$ cat src/rtl/btn_conditioner.sv
// rtl/btn_conditioner.sv - five-button synchronizer, debouncer and press-pulse generator
//
// Purpose:
//   Conditions five raw push-buttons. Each bit is synchronized by two flops and
//   then debounced by its own counter. A new level is accepted only after it has
//   been stable for DEBOUNCE_CYCLES consecutive clocks. Each accepted 0->1
//   transition produces a one-cycle btn_press pulse. any_press is the OR of those
//   pulses, registered in the same cycle.
//
// Parameters:
//   DEBOUNCE_CYCLES  stable clocks needed to accept a new level (2 .. 2**24)
//
// Ports:
//   clk          system clock; all logic runs on the rising edge
//   rst_n        asynchronous active-low reset
//   btn_in[4:0]  raw buttons {btnU, btnD, btnR, btnL, btnC}; 1 = pressed
//   btn_level    debounced, registered level, same bit order
//   btn_press    one-cycle pulse for each accepted 0->1 transition
//   any_press    OR of btn_press, registered alongside it
//   btn_release  one-cycle pulse for each accepted 1->0 transition
//                (present only with BTN_RELEASE_PULSE_EN)
//
// Configuration macro:
//   BTN_RELEASE_PULSE_EN  adds the btn_release output and its logic

module btn_conditioner #(
  parameter int unsigned DEBOUNCE_CYCLES = 1000000
) (
  input  logic       clk,
  input  logic       rst_n,
  input  logic [4:0] btn_in,
  output logic [4:0] btn_level,
  output logic [4:0] btn_press,
  output logic       any_press
`ifdef BTN_RELEASE_PULSE_EN
  ,
  output logic [4:0] btn_release
`endif
);

  localparam int CNT_W = (DEBOUNCE_CYCLES > 1) ? $clog2(DEBOUNCE_CYCLES) : 1;
  localparam logic [CNT_W-1:0] CNT_MAX = CNT_W'(DEBOUNCE_CYCLES - 1);

  // The reset is asserted asynchronously and released through two flops, so
  // every counter and output bit leaves reset on the same clock edge. The input
  // synchronizer runs from the raw reset. It therefore already holds a valid
  // sample when the counters are released. A button held through reset then
  // takes the normal DEBOUNCE_CYCLES+2 latency, counted from the release edge.
  logic [1:0] rst_pipe;
  logic       rst_int_n;

  always_ff @(posedge clk or negedge rst_n) begin
    if (!rst_n) begin
      rst_pipe <= 2'b00;
    end else begin
      rst_pipe <= {rst_pipe[0], 1'b1};
    end
  end

  assign rst_int_n = rst_pipe[1];

  // Two-flop synchronizer. This is the only logic that samples btn_in.
  logic [4:0] sync_q1;
  logic [4:0] sync_q2;

  always_ff @(posedge clk or negedge rst_n) begin
    if (!rst_n) begin
      sync_q1 <= 5'b0;
      sync_q2 <= 5'b0;
    end else begin
      sync_q1 <= btn_in;
      sync_q2 <= sync_q1;
    end
  end

  // Per-bit debounce counters. A counter runs only while the synchronized value
  // differs from the accepted level. Any reversion clears the counter. Reaching
  // CNT_MAX is the only way out of counting, so a counter can never wrap.
  logic [4:0] accept;

  for (genvar i = 0; i < 5; i++) begin : g_bit
    logic [CNT_W-1:0] cnt;
    logic             differs;

    assign differs   = sync_q2[i] ^ btn_level[i];
    assign accept[i] = differs && (cnt == CNT_MAX);

    always_ff @(posedge clk or negedge rst_int_n) begin
      if (!rst_int_n) begin
        cnt <= '0;
      end else if (!differs || accept[i]) begin
        cnt <= '0;
      end else begin
        cnt <= cnt + CNT_W'(1);
      end
    end
  end

  // Acceptance flips the level. The edge direction comes from the synchronized
  // value that was accepted.
  always_ff @(posedge clk or negedge rst_int_n) begin
    if (!rst_int_n) begin
      btn_level <= 5'b0;
      btn_press <= 5'b0;
      any_press <= 1'b0;
    end else begin
      btn_level <= btn_level ^ accept;
      btn_press <= accept & sync_q2;
      any_press <= |(accept & sync_q2);
    end
  end

`ifdef BTN_RELEASE_PULSE_EN
  always_ff @(posedge clk or negedge rst_int_n) begin
    if (!rst_int_n) begin
      btn_release <= 5'b0;
    end else begin
      btn_release <= accept & ~sync_q2;
    end
  end
`endif

endmodule
$ cat config.mk
export PLATFORM = sky130hd
export DESIGN_NAME = btn_conditioner
export DESIGN_NICKNAME = d
export VERILOG_FILES = /design/src/rtl/btn_conditioner.sv
export SDC_FILE = /design/constraint.sdc
export NUM_CORES = 1
export LEC_CHECK = 0
export CORE_MARGIN = 1.5
export CORE_UTILIZATION = 65
export CTS_CLUSTER_DIAMETER = 120
export CTS_CLUSTER_SIZE = 8
export DETAILED_ROUTE_END_ITERATION = 6
export GPL_ROUTABILITY_DRIVEN = 0
export GPL_TIMING_DRIVEN = 0
export PLACE_DENSITY_LB_ADDON = 0.1
export SLEW_MARGIN = 20
export SYNTH_ARGS = -nofsm -noshare
export SYNTH_HDL_FRONTEND = slang
export SYNTH_SLANG_ARGS = --single-unit
$ cat constraint.sdc
create_clock -name clk -period 7.6 [get_ports clk]
set_input_delay 1.52 -clock clk [delete_from_list [all_inputs] [get_ports clk]]
set_output_delay 1.52 -clock clk [all_outputs]
set_load 0.005 [all_outputs]
# [Word level (Yosys, flattened, before mapping)]
# Cells that the tools add are included.
[word_totals] regBits=123 word_cells=49
[classes] addsub=5 eq_ne=5 n_mux=5 bitwise_logic=7 n_reduce_logical=16
[ops] op="adder 20 x 1 -> 20 bit (second input constant)" count=5
[ops] op="equality test 20 bit (second input constant)" count=5
[ops] op="2-to-1 mux 20 bit" count=5
[ops] op="bitwise AND 5 bit" count=1
[ops] op="logical AND 1 bit" count=5
[ops] op="logical NOT 1 bit" count=5
[ops] op="logical OR 1 bit" count=5
[ops] op="OR reduction 5 bit" count=1
[ops] op="XOR 1 bit" count=5
[ops] op="XOR 5 bit" count=1

# [Longest topological paths before layout]
# Gate-level depths: netlist of run 1.
[logic_depth] depth_word=4 ltp_mapped=7 mapped_depth_nobuf=5

# [Least setup slack after synthesis of run 1]
# OpenSTA, ideal clock, no wires.
[synth_path] path_type="flip-flop to flip-flop" from="register g_bit[2].cnt[6]" to="register g_bit[2].cnt[11]" setup_ps=119 arrival_ps=1885 path_slack_ps=5596 stages_incl_launch_ff=6 cell_sequence="dfrtp_1 or4_1 or4_1 o21ai_4 buf_4 nor2_1"
[synth_between] elab_chain_cells=4 elab_cells_between_ends=5
[synth_rtl] item="start, declared" line_no="82" rtl="logic [CNT_W-1:0] cnt;"
[synth_rtl] item="start signal, assigned" line_no="94" rtl="cnt <= cnt + CNT_W'(1);"
[synth_rtl] item="parallel branches: the longest is 3 deep, another holds adder 20 x 1 -> 20 bit"
[synth_rtl] item="2-to-1 mux 20 bit *" line_no="91" rtl="end else if (!differs || accept[i]) begin"
# Mark *: on every way between the ends.

==> flow_summary.yaml, run 1 <==
yosys:
  synth_top_area_frac: 0.5333
  synth_flop_cell: "dfrtp_1"
  ys_async_sr_fraction: 1.000
  synthMostInstantiatedCell: "dfrtp_1"
  syn_area_um2: 5772
  synth_area_leaders: "dfrtp_1, xnor2_1, nor2_1"
  syn_inst: 574
  synth_fp_nets: 586
  synth_enable_flop_cells: 0
  synth_top_cell_by_area: "dfrtp_1"
  synth.avg_cell_area_um2: 10.06
  ys_seq_area_frac: 0.5333
  ys_ff_latch: 123
  ys.warnings.count: 0
  synth_common_cells: "dfrtp_1, nor2_1, xnor2_1, a21oi_1, nand3_1"
  synth.distinct_cells: 48
place:
  io_buffers: 17
  dp_hpwl_um: 7652
setup_path:
  crit_path_end: "btn_level[0]"
  crit_family: "buffers and inverters"
  crit_fanout: 4
  timing.rr.end: "g_bit[3].cnt[11]"
  cp_data_required_time_ns: 6.08
  crit_type: "reg2out"
  reg2reg_from: "g_bit[3].cnt[0]"
  r2r_slack_ns: 5.00
  end_kind: "output pin"
  ff2ff_path_depth: 7
  crit_arrival_ns: 1.48
  cpPeakStageDelay_ns: 0.54
  cp.depth: 1
  crit_chain: "clkdlybuf4s50_1"
  cp-start-kind: "flip-flop"
  cp_num_buf_inv: 1
  cpMaxStageDelayCell: "clkdlybuf4s50_1"
cts:
  cts-root-buf: "clkbuf_8"
  clk_path_buf_depth: 2
  h-tree-depth: 4
  cts_tree: "yes"
  postCtsHoldBufs: 0
  clock_latency_ns: 0.51
  numCtsBuffers: 17
  cts.clk_slew.worst_paths_ns: 0.06
  clock_sinks: 123
  postCtsSetupRepairBufs: 0
  cts.repair.resized: 0
floorplan:
  start_util: 0.6651
  dieArea_um2: 9454
  die_w_um: 97.23
  ios: 18
  coreArea_um2: 8678
  fp.dieH_um: 97.23
  fp-row-count: 34
status:
  outcome: "finished clean"
sta:
  hold_violations: 0
  fmax_ghz: 0.3335
  tns_ns: 0
  skew_ns: 0.01013
  slew_viol_final: 0
  setup-violations-final: 0
  rsz0062_at_grt: "no"
  relSlewSlack: 0.5070
  worst_pin_slew_ns: 0.7394
  period_needed_ns: 2.999
  timing.final.crit_share: 0.3946
cells_and_area:
  utilization: 0.7683
  nNetsFinal: 623
  fill_cells: 584
  antenna_cells: 0
  area_growth_pct: 15.52
  drive_gt1_frac: 0.1013
detailed_routing:
  ant_nets: 0
  drc_errors: 0
  drt-initial-drc-count: 169
  avgViaCountPerCell: 6.077
  wl_per_cell_um: 16.20
  wirelength_um: 11820
  first_pass_iters: 5
  vias: 4436
hold_path:
  holdCritPathClass: "reg2reg"
  worstHoldStart: "sync_q1[2]"
pwr:
  ir_drop_uv: 155.0
  cellPowerDensity_nw_per_um2: 220.1
  p_leak_nw: 2.683
global_route:
  grt_usage: 0.2704
  antenna_found_initial: 0
  grt_pass1_vias: 4456
  grt_max_degree: 57
  overflow: 0
  grt_pass1_wl_um: 20730
run:
  drv_cap: 0
-- flip-flops by register name, summed over array words and instances, names as in the netlist, named ones only --
name / count
any_press: 1
rst_pipe: 2
g_bit.cnt: 100
sync_q1: 5
sync_q2: 5
btn_press: 5
-- final cells by class --
cell class / instances / area [µm²] / share of cell area
plain buffers: 16 / 76.32 / 0.01145
clock buffers: 21 / 469.2 / 0.07037
clock inverters: 9 / 90.09 / 0.01351
inverters: 22 / 82.58 / 0.01239
multi-input cells: 413 / 2535 / 0.3802
well taps: 108 / 135.1 / 0.02027
repair buffers: 18 / 197.7 / 0.02965
flip-flops and latches: 123 / 3082 / 0.4622
-- cell families (layout without fill, tap and decap cells) --
family	Yosys count	after routing	synth area share
adders and majority gates	5	5	0.01084
AOI/OAI and AO/OA	80	80	0.08303
xor gates and xnor gates	58	58	0.08801
DFF	123	123	0.5333
muxes	5	5	0.009754
and+or+nand+nor	264	264	0.2469
other	1	1	0.0006497
buffers and inverters	38	86	0.02753
-- routing by layer --
layer	up-vias	part of all wire	track usage	wire length, µm
li1	2116	-	-	-
met1	2200	0.44	0.3651	5212
met2	103	0.51	0.4411	5986
met3	17	0.042	0.06259	493
met4	0	0.011	0.08242	131
met5	-	0	0	0
-- worst min-delay path by stage --
stage | to | slack (ns) | depth (start not counted)
final | sync_q2[2] | 0.35 | 0
after global routing | rst_pipe[1] | 0.36 | 0
after CTS | sync_q2[2] | 0.35 | 0
after detailed placement | sync_q2[2] | 0.34 | 0
after global placement | rst_pipe[1] | 0.33 | 0
after floorplan | rst_pipe[1] | 0.33 | 0
-- layout by cell type, fill, tap and decap left out, drive strengths merged, types with 21 or more instances in the layout --
master,count
dfrtp,123
xnor2,38
clkbuf,30
or4,26
inv,23
nand2,31
or3,22
o21ai,21
nor2,75
a21oi,36
nand3,34
-- through the flow --
stage	power [W]	std cells	cell area, µm²	setup WS [ns]	hold slack, ns
after floorplan	0.0007121	574	5772	4.219	0.3312
after global placement	0.0007253	699	6077	3.062	0.3325
after detailed placement	0.0007292	700	6108	5.140	0.3401
after CTS	0.001480	730	6668	4.598	0.3496
after global routing	0.001512	730	6668	4.566	0.3638
final	0.001468	730	6668	4.601	0.3525
-- power breakdown --
part | switching [W] | internal, W
Sequential | 0.0000150 | 0.000665
Combinational | 0.0000231 | 0.0000141
Clock | 0.000286 | 0.000465
Total | 0.000324 | 0.00114
Power figures use the tool's default switching activity.
==> run 2: changes to the inputs <==
CORE_UTILIZATION = 61   (was 65)
clock period = 3 ns   (was 7.6 ns; I/O delays follow)
==> run 2 against run 1 <==
Compared with the run above: sequential power grew to 2.5 times the previous value; setup slack worse by 4.1 ns; register-to-register slack worse by 4.5 ns; critical path type is now reg2reg; cell area rose by 0.47%; core utilization down 4.0 points; clock skew is 0.0024 ns higher; largest cell class unchanged.
==> flow_summary.yaml, run 2 (synthesized netlist as in run 1, its figures left out) <==
global_route:
  overflow: 0
  grt_max_degree: 43
  grt_pass1_vias: 4453
  grt_pass1_wl_um: 20090
  antenna_found_initial: 0
  grt_usage: 0.2540
sta:
  fmax_ghz: 0.4052
  setup-violations-final: 0
  worst_slack_ns: 0.5319
  skew_ns: 0.01251
  period_needed_ns: 2.468
  tns_ns: 0
  worst_pin_slew_ns: 0.7130
  rsz0062_at_grt: "no"
  relSlewSlack: 0.5215
  hold_violations: 0
  slew_viol_final: 0
  timing.final.crit_share: 0.8227
cts:
  cts_tree: "yes"
  numCtsBuffers: 17
  cts-root-buf: "clkbuf_8"
  h-tree-depth: 4
  cts.clk_slew.worst_paths_ns: 0.06
  postCtsHoldBufs: 0
  postCtsSetupRepairBufs: 0
  cts.repair.resized: 0
  clock_latency_ns: 0.52
  clock_sinks: 123
  clk_path_buf_depth: 2
floorplan:
  fp.dieH_um: 100.3
  ios: 18
  fp-row-count: 35
  die_w_um: 100.3
  coreArea_um2: 9196
  start_util: 0.6276
  dieArea_um2: 10050
setup_path:
  cpMaxStageDelayCell: "nor4_1"
  crit_type: "reg2reg"
  r2r_slack_ns: 0.53
  ff2ff_path_depth: 7
  end_kind: "flip-flop"
  reg2reg_from: "g_bit[3].cnt[0]"
  crit_chain: "ha_1 > nand3_1 > nor4_1 > a21bo_2 > clkbuf_1 > buf_2 > nor2_1"
  timing.rr.end: "g_bit[3].cnt[5]"
  cp-start-kind: "flip-flop"
  cpPeakStageDelay_ns: 0.56
  crit_arrival_ns: 2.86
  cp_num_buf_inv: 2
  cp_data_required_time_ns: 3.39
  crit_fanout: 10
  crit_family: "simple AND/OR/NAND/NOR gates"
place:
  io_buffers: 17
  placed_area_um2: 6125
  dp_hpwl_um: 7610
  dpl_worst_slack_ns: 0.5220
detailed_routing:
  topRoutingLayerUsed: "met4"
  wl_met3_um: 358
  first_pass_iters: 5
  drc_errors: 0
  dr_wl_met2_um: 5637
  ant_nets: 0
  wirelength_um: 11240
  vias: 4313
  drt-met1-wl_um: 5086
  wl_per_cell_um: 15.27
  drt-initial-drc-count: 244
  avgViaCountPerCell: 5.860
cells_and_area:
  layout_commonest_cell: "dfrtp_1"
  nNetsFinal: 624
  postLayoutCellArea_um2: 6699
  largest_reg_flops: 100
  area_growth_pct: 16.06
  register_area_um2: 3082
  antenna_cells: 0
  regMostFlops: "g_bit.cnt"
  multi_input_area_um2: 2535
  fill_cells: 670
  drive_gt1_frac: 0.1008
  final_cell_mix: "dfrtp_1, nor2_1, xnor2_1"
status:
  outcome: "finished clean"
run:
  drv_cap: 0
hold_path:
  holdCritPathClass: "reg2async"
pwr:
  p_leak_nw: 2.699
  cellPowerDensity_nw_per_um2: 566.6
  ir_drop_uv: 516.1
run 2: worst reg2reg max path, delay by kind of cell, from the launching register on:
family	cells	cell delay, ns
flops	1	0.40
fa+ha+maj	1	0.21
simple gates	3	0.89
compound gates	1	0.22
buf+inv	2	0.63
run 2: routing by layer:
layer,vias to the layer above,track usage
met1,2125,0.3192
met5,-,0
met2,64,0.4212
met4,0,0.08884
li1,2112,-
met3,12,0.07451
run 2: how the worst max path moves through the flow:
stage                    startpoint  cells after the start                to
floorplan           g_bit[2].cnt[6]                      5  g_bit[2].cnt[11]
global placement        rst_pipe[1]                      0  g_bit[2].cnt[15]
detailed placement  g_bit[3].cnt[0]                      7   g_bit[3].cnt[9]
CTS                 g_bit[3].cnt[0]                      7   g_bit[3].cnt[5]
global route        g_bit[3].cnt[0]                      7   g_bit[3].cnt[6]
finish              g_bit[3].cnt[0]                      7   g_bit[3].cnt[5]
run 2: report_power, final:
| part | internal (W) | switching, W | total (W) |
|---|---|---|---|
| Sequential | 0.00169 | 0.0000315 | 0.00172 |
| Clock | 0.00126 | 0.000721 | 0.00198 |
| Combinational | 0.0000371 | 0.0000631 | 0.000100 |
run 2: layout make-up:
type / instances / share of cell area
clock inverter: 12 / 0.02223
timing repair buffer: 19 / 0.03138
clock buffer: 20 / 0.06350
multi-input combinational: 413 / 0.3784
sequential: 123 / 0.4600
inverter: 22 / 0.01233
tap: 111 / 0.02073
buffer: 16 / 0.01139
run 2: metrics by stage:
step	util	total power [W]	hold slack, ns	std cells
final	0.7284	0.003796	0.2658	736
after global routing	0.7284	0.003931	0.3129	736
after CTS	0.7284	0.003829	0.2852	736
after detailed placement	0.6660	0.001849	0.2854	704
after global placement	0.6614	0.001839	0.3323	702
after floorplan	-	0.001804	0.3044	574
==> run 3: changes to the inputs <==
clock period = 2.4 ns   (was 3 ns; I/O delays follow)
==> run 3 against run 2 <==
Compared with the run above: via count is 0.21% higher; sequential power is 25% higher; critical path depth is 2 lower; core utilization is 0.068 points higher; die area stayed put; register-to-register slack worse by 0.36 ns; critical path type unchanged; critical endpoint is now g_bit[2].cnt[11].
==> flow_summary.yaml, run 3 (synthesized netlist as in run 1, its figures left out) <==
status:
  outcome: "finished clean"
pwr:
  p_seq_frac: 0.452
  ir_drop_uv: 645.6
  pwr-share-clk: 0.522
  p_sw_frac: 0.2155
  p_int_w: 0.003725
  power.total_w: 0.004749
  power.switching_w: 0.001023
  p_leak_nw: 2.700
  comb_power_share: 0.026
  cellPowerDensity_nw_per_um2: 708.2
cells_and_area:
  register_area_um2: 3082
  antenna_cells: 0
  regMostFlops: "g_bit.cnt"
  drive_gt1_frac: 0.1042
  largest_reg_flops: 100
  layout_commonest_cell: "dfrtp_1"
  fill_cells: 672
  utilization: 0.7291
  nNetsFinal: 623
  multi_input_area_um2: 2545
  postLayoutCellArea_um2: 6705
  area_growth_pct: 16.17
  final_cell_mix: "dfrtp_1, nor2_1, xnor2_1"
setup_path:
  timing.rr.end: "g_bit[2].cnt[11]"
  cpPeakStageDelay_ns: 0.52
  cpMostUsedCell: "or4_1"
  cp_data_required_time_ns: 2.80
  ff2ff_path_depth: 5
  crit_chain: "or4_1 > or4_1 > o21ai_4 > buf_4 > nor2_1"
  crit_fanout: 10
  r2r_slack_ns: 0.17
  end_kind: "flip-flop"
  crit_arrival_ns: 2.63
  cp_num_buf_inv: 1
  reg2reg_from: "g_bit[2].cnt[6]"
  crit_family: "simple AND/OR/NAND/NOR gates"
  crit_type: "reg2reg"
  cpMaxStageDelayCell: "or4_1"
  cp-start-kind: "flip-flop"
cts:
  clock_sinks: 123
  numCtsBuffers: 17
  cts-root-buf: "clkbuf_8"
  h-tree-depth: 4
  postCtsHoldBufs: 0
  clk_path_buf_depth: 2
  cts_tree: "yes"
  clock_latency_ns: 0.52
  cts.clk_slew.worst_paths_ns: 0.06
  postCtsSetupRepairBufs: 0
global_route:
  grt_pass1_vias: 4442
  grt_use_met3: 0.07451
  overflow: 0
  met2_usage: 0.4218
  busiest_layer: "met2"
  met1_usage: 0.3211
  antenna_found_initial: 0
  grt_pass1_wl_um: 20110
  grt_usage: 0.2541
  grt_max_degree: 43
sta:
  period_needed_ns: 2.228
  worst_slack_ns: 0.1718
  slew_viol_final: 0
  skew_ns: 0.008499
  fmax_ghz: 0.4488
  hold_violations: 0
  timing.final.crit_share: 0.9284
  worst_pin_slew_ns: 0.5724
  rsz0062_at_grt: "no"
  relSlewSlack: 0.6149
  setup-violations-final: 0
place:
  dp_hpwl_um: 7610
  placed_area_um2: 6125
  io_buffers: 17
  dpl_worst_slack_ns: -0.07801
floorplan:
  ios: 18
  start_util: 0.6276
  die_w_um: 100.3
  fp-row-count: 35
  dieArea_um2: 10050
  fp.dieH_um: 100.3
  coreArea_um2: 9196
detailed_routing:
  drc_errors: 0
  wirelength_um: 11280
  vias: 4322
  first_pass_iters: 5
  avgViaCountPerCell: 5.880
  wl_per_cell_um: 15.35
  ant_nets: 0
  drt-initial-drc-count: 205
run:
  drv_cap: 0
hold_path:
  holdCritPathClass: "reg2async"
run 3: worst register-to-register path: stages (launching register included):
cell and delay [ns]:
dfrtp_1 0.44, or4_1 0.52, or4_1 0.52, o21ai_4 0.33, buf_4 0.24, nor2_1 0.06
run 3: through the flow:
stage | std cells | TNS [ns] | hold WS [ns]
4_1_cts | 736 | 0 | 0.2852
3_5_place_dp | 704 | -0.7272 | 0.2854
2_1_floorplan | 574 | 0 | 0.1844
3_3_place_gp | 702 | -16.55 | 0.3323
5_1_grt | 735 | 0 | 0.3129
6_report | 735 | 0 | 0.2657
run 3: final cells by class:
| cell class | instances | share of cell area |
|---|---|---|
| clock buffer | 20 | 0.06344 |
| inverter | 22 | 0.01232 |
| buffer | 15 | 0.01082 |
| timing repair buffer | 19 | 0.03135 |
| multi-input combinational | 413 | 0.3795 |
| sequential | 123 | 0.4596 |
| tap | 111 | 0.02071 |
| clock inverter | 12 | 0.02221 |
run 3: power by group through the flow:
stage	Sequential (W)	Combinational, W	Clock (W)
after floorplan	0.00219	0.0000635	0
after global placement	0.00221	0.0000922	0
after detailed placement	0.00218	0.000129	0
after CTS	0.00215	0.000129	0.00251
after global routing	0.00215	0.000147	0.00261
final	0.00215	0.000126	0.00248
run 3: timing repair:
action                                  4_1_cts  5_1_grt
endpoints found under the setup margin       10       20
resized for setup                             1        1
hold endpoints to repair                      0        0
run 3: worst max-delay path by stage:
stage / depth (start not counted) / slack (ns) / startpoint / to
after CTS: 7 / 0.0002 / g_bit[3].cnt[0] / g_bit[3].cnt[5]
after detailed placement: 7 / -0.08 / g_bit[3].cnt[0] / g_bit[3].cnt[9]
after floorplan: 5 / 0.40 / g_bit[2].cnt[6] / g_bit[2].cnt[11]
final: 5 / 0.17 / g_bit[2].cnt[6] / g_bit[2].cnt[11]
after global routing: 6 / 0.01 / g_bit[1].cnt[0] / g_bit[1].cnt[19]
after global placement: 0 / -0.15 / rst_pipe[1] / g_bit[2].cnt[15]
run 3: per-layer routing:
metal / up-vias / wire (µm)
li1: 2111 / -
met1: 2127 / 5125
met2: 73 / 5653
met3: 11 / 360
met4: 0 / 140
met5: - / 0
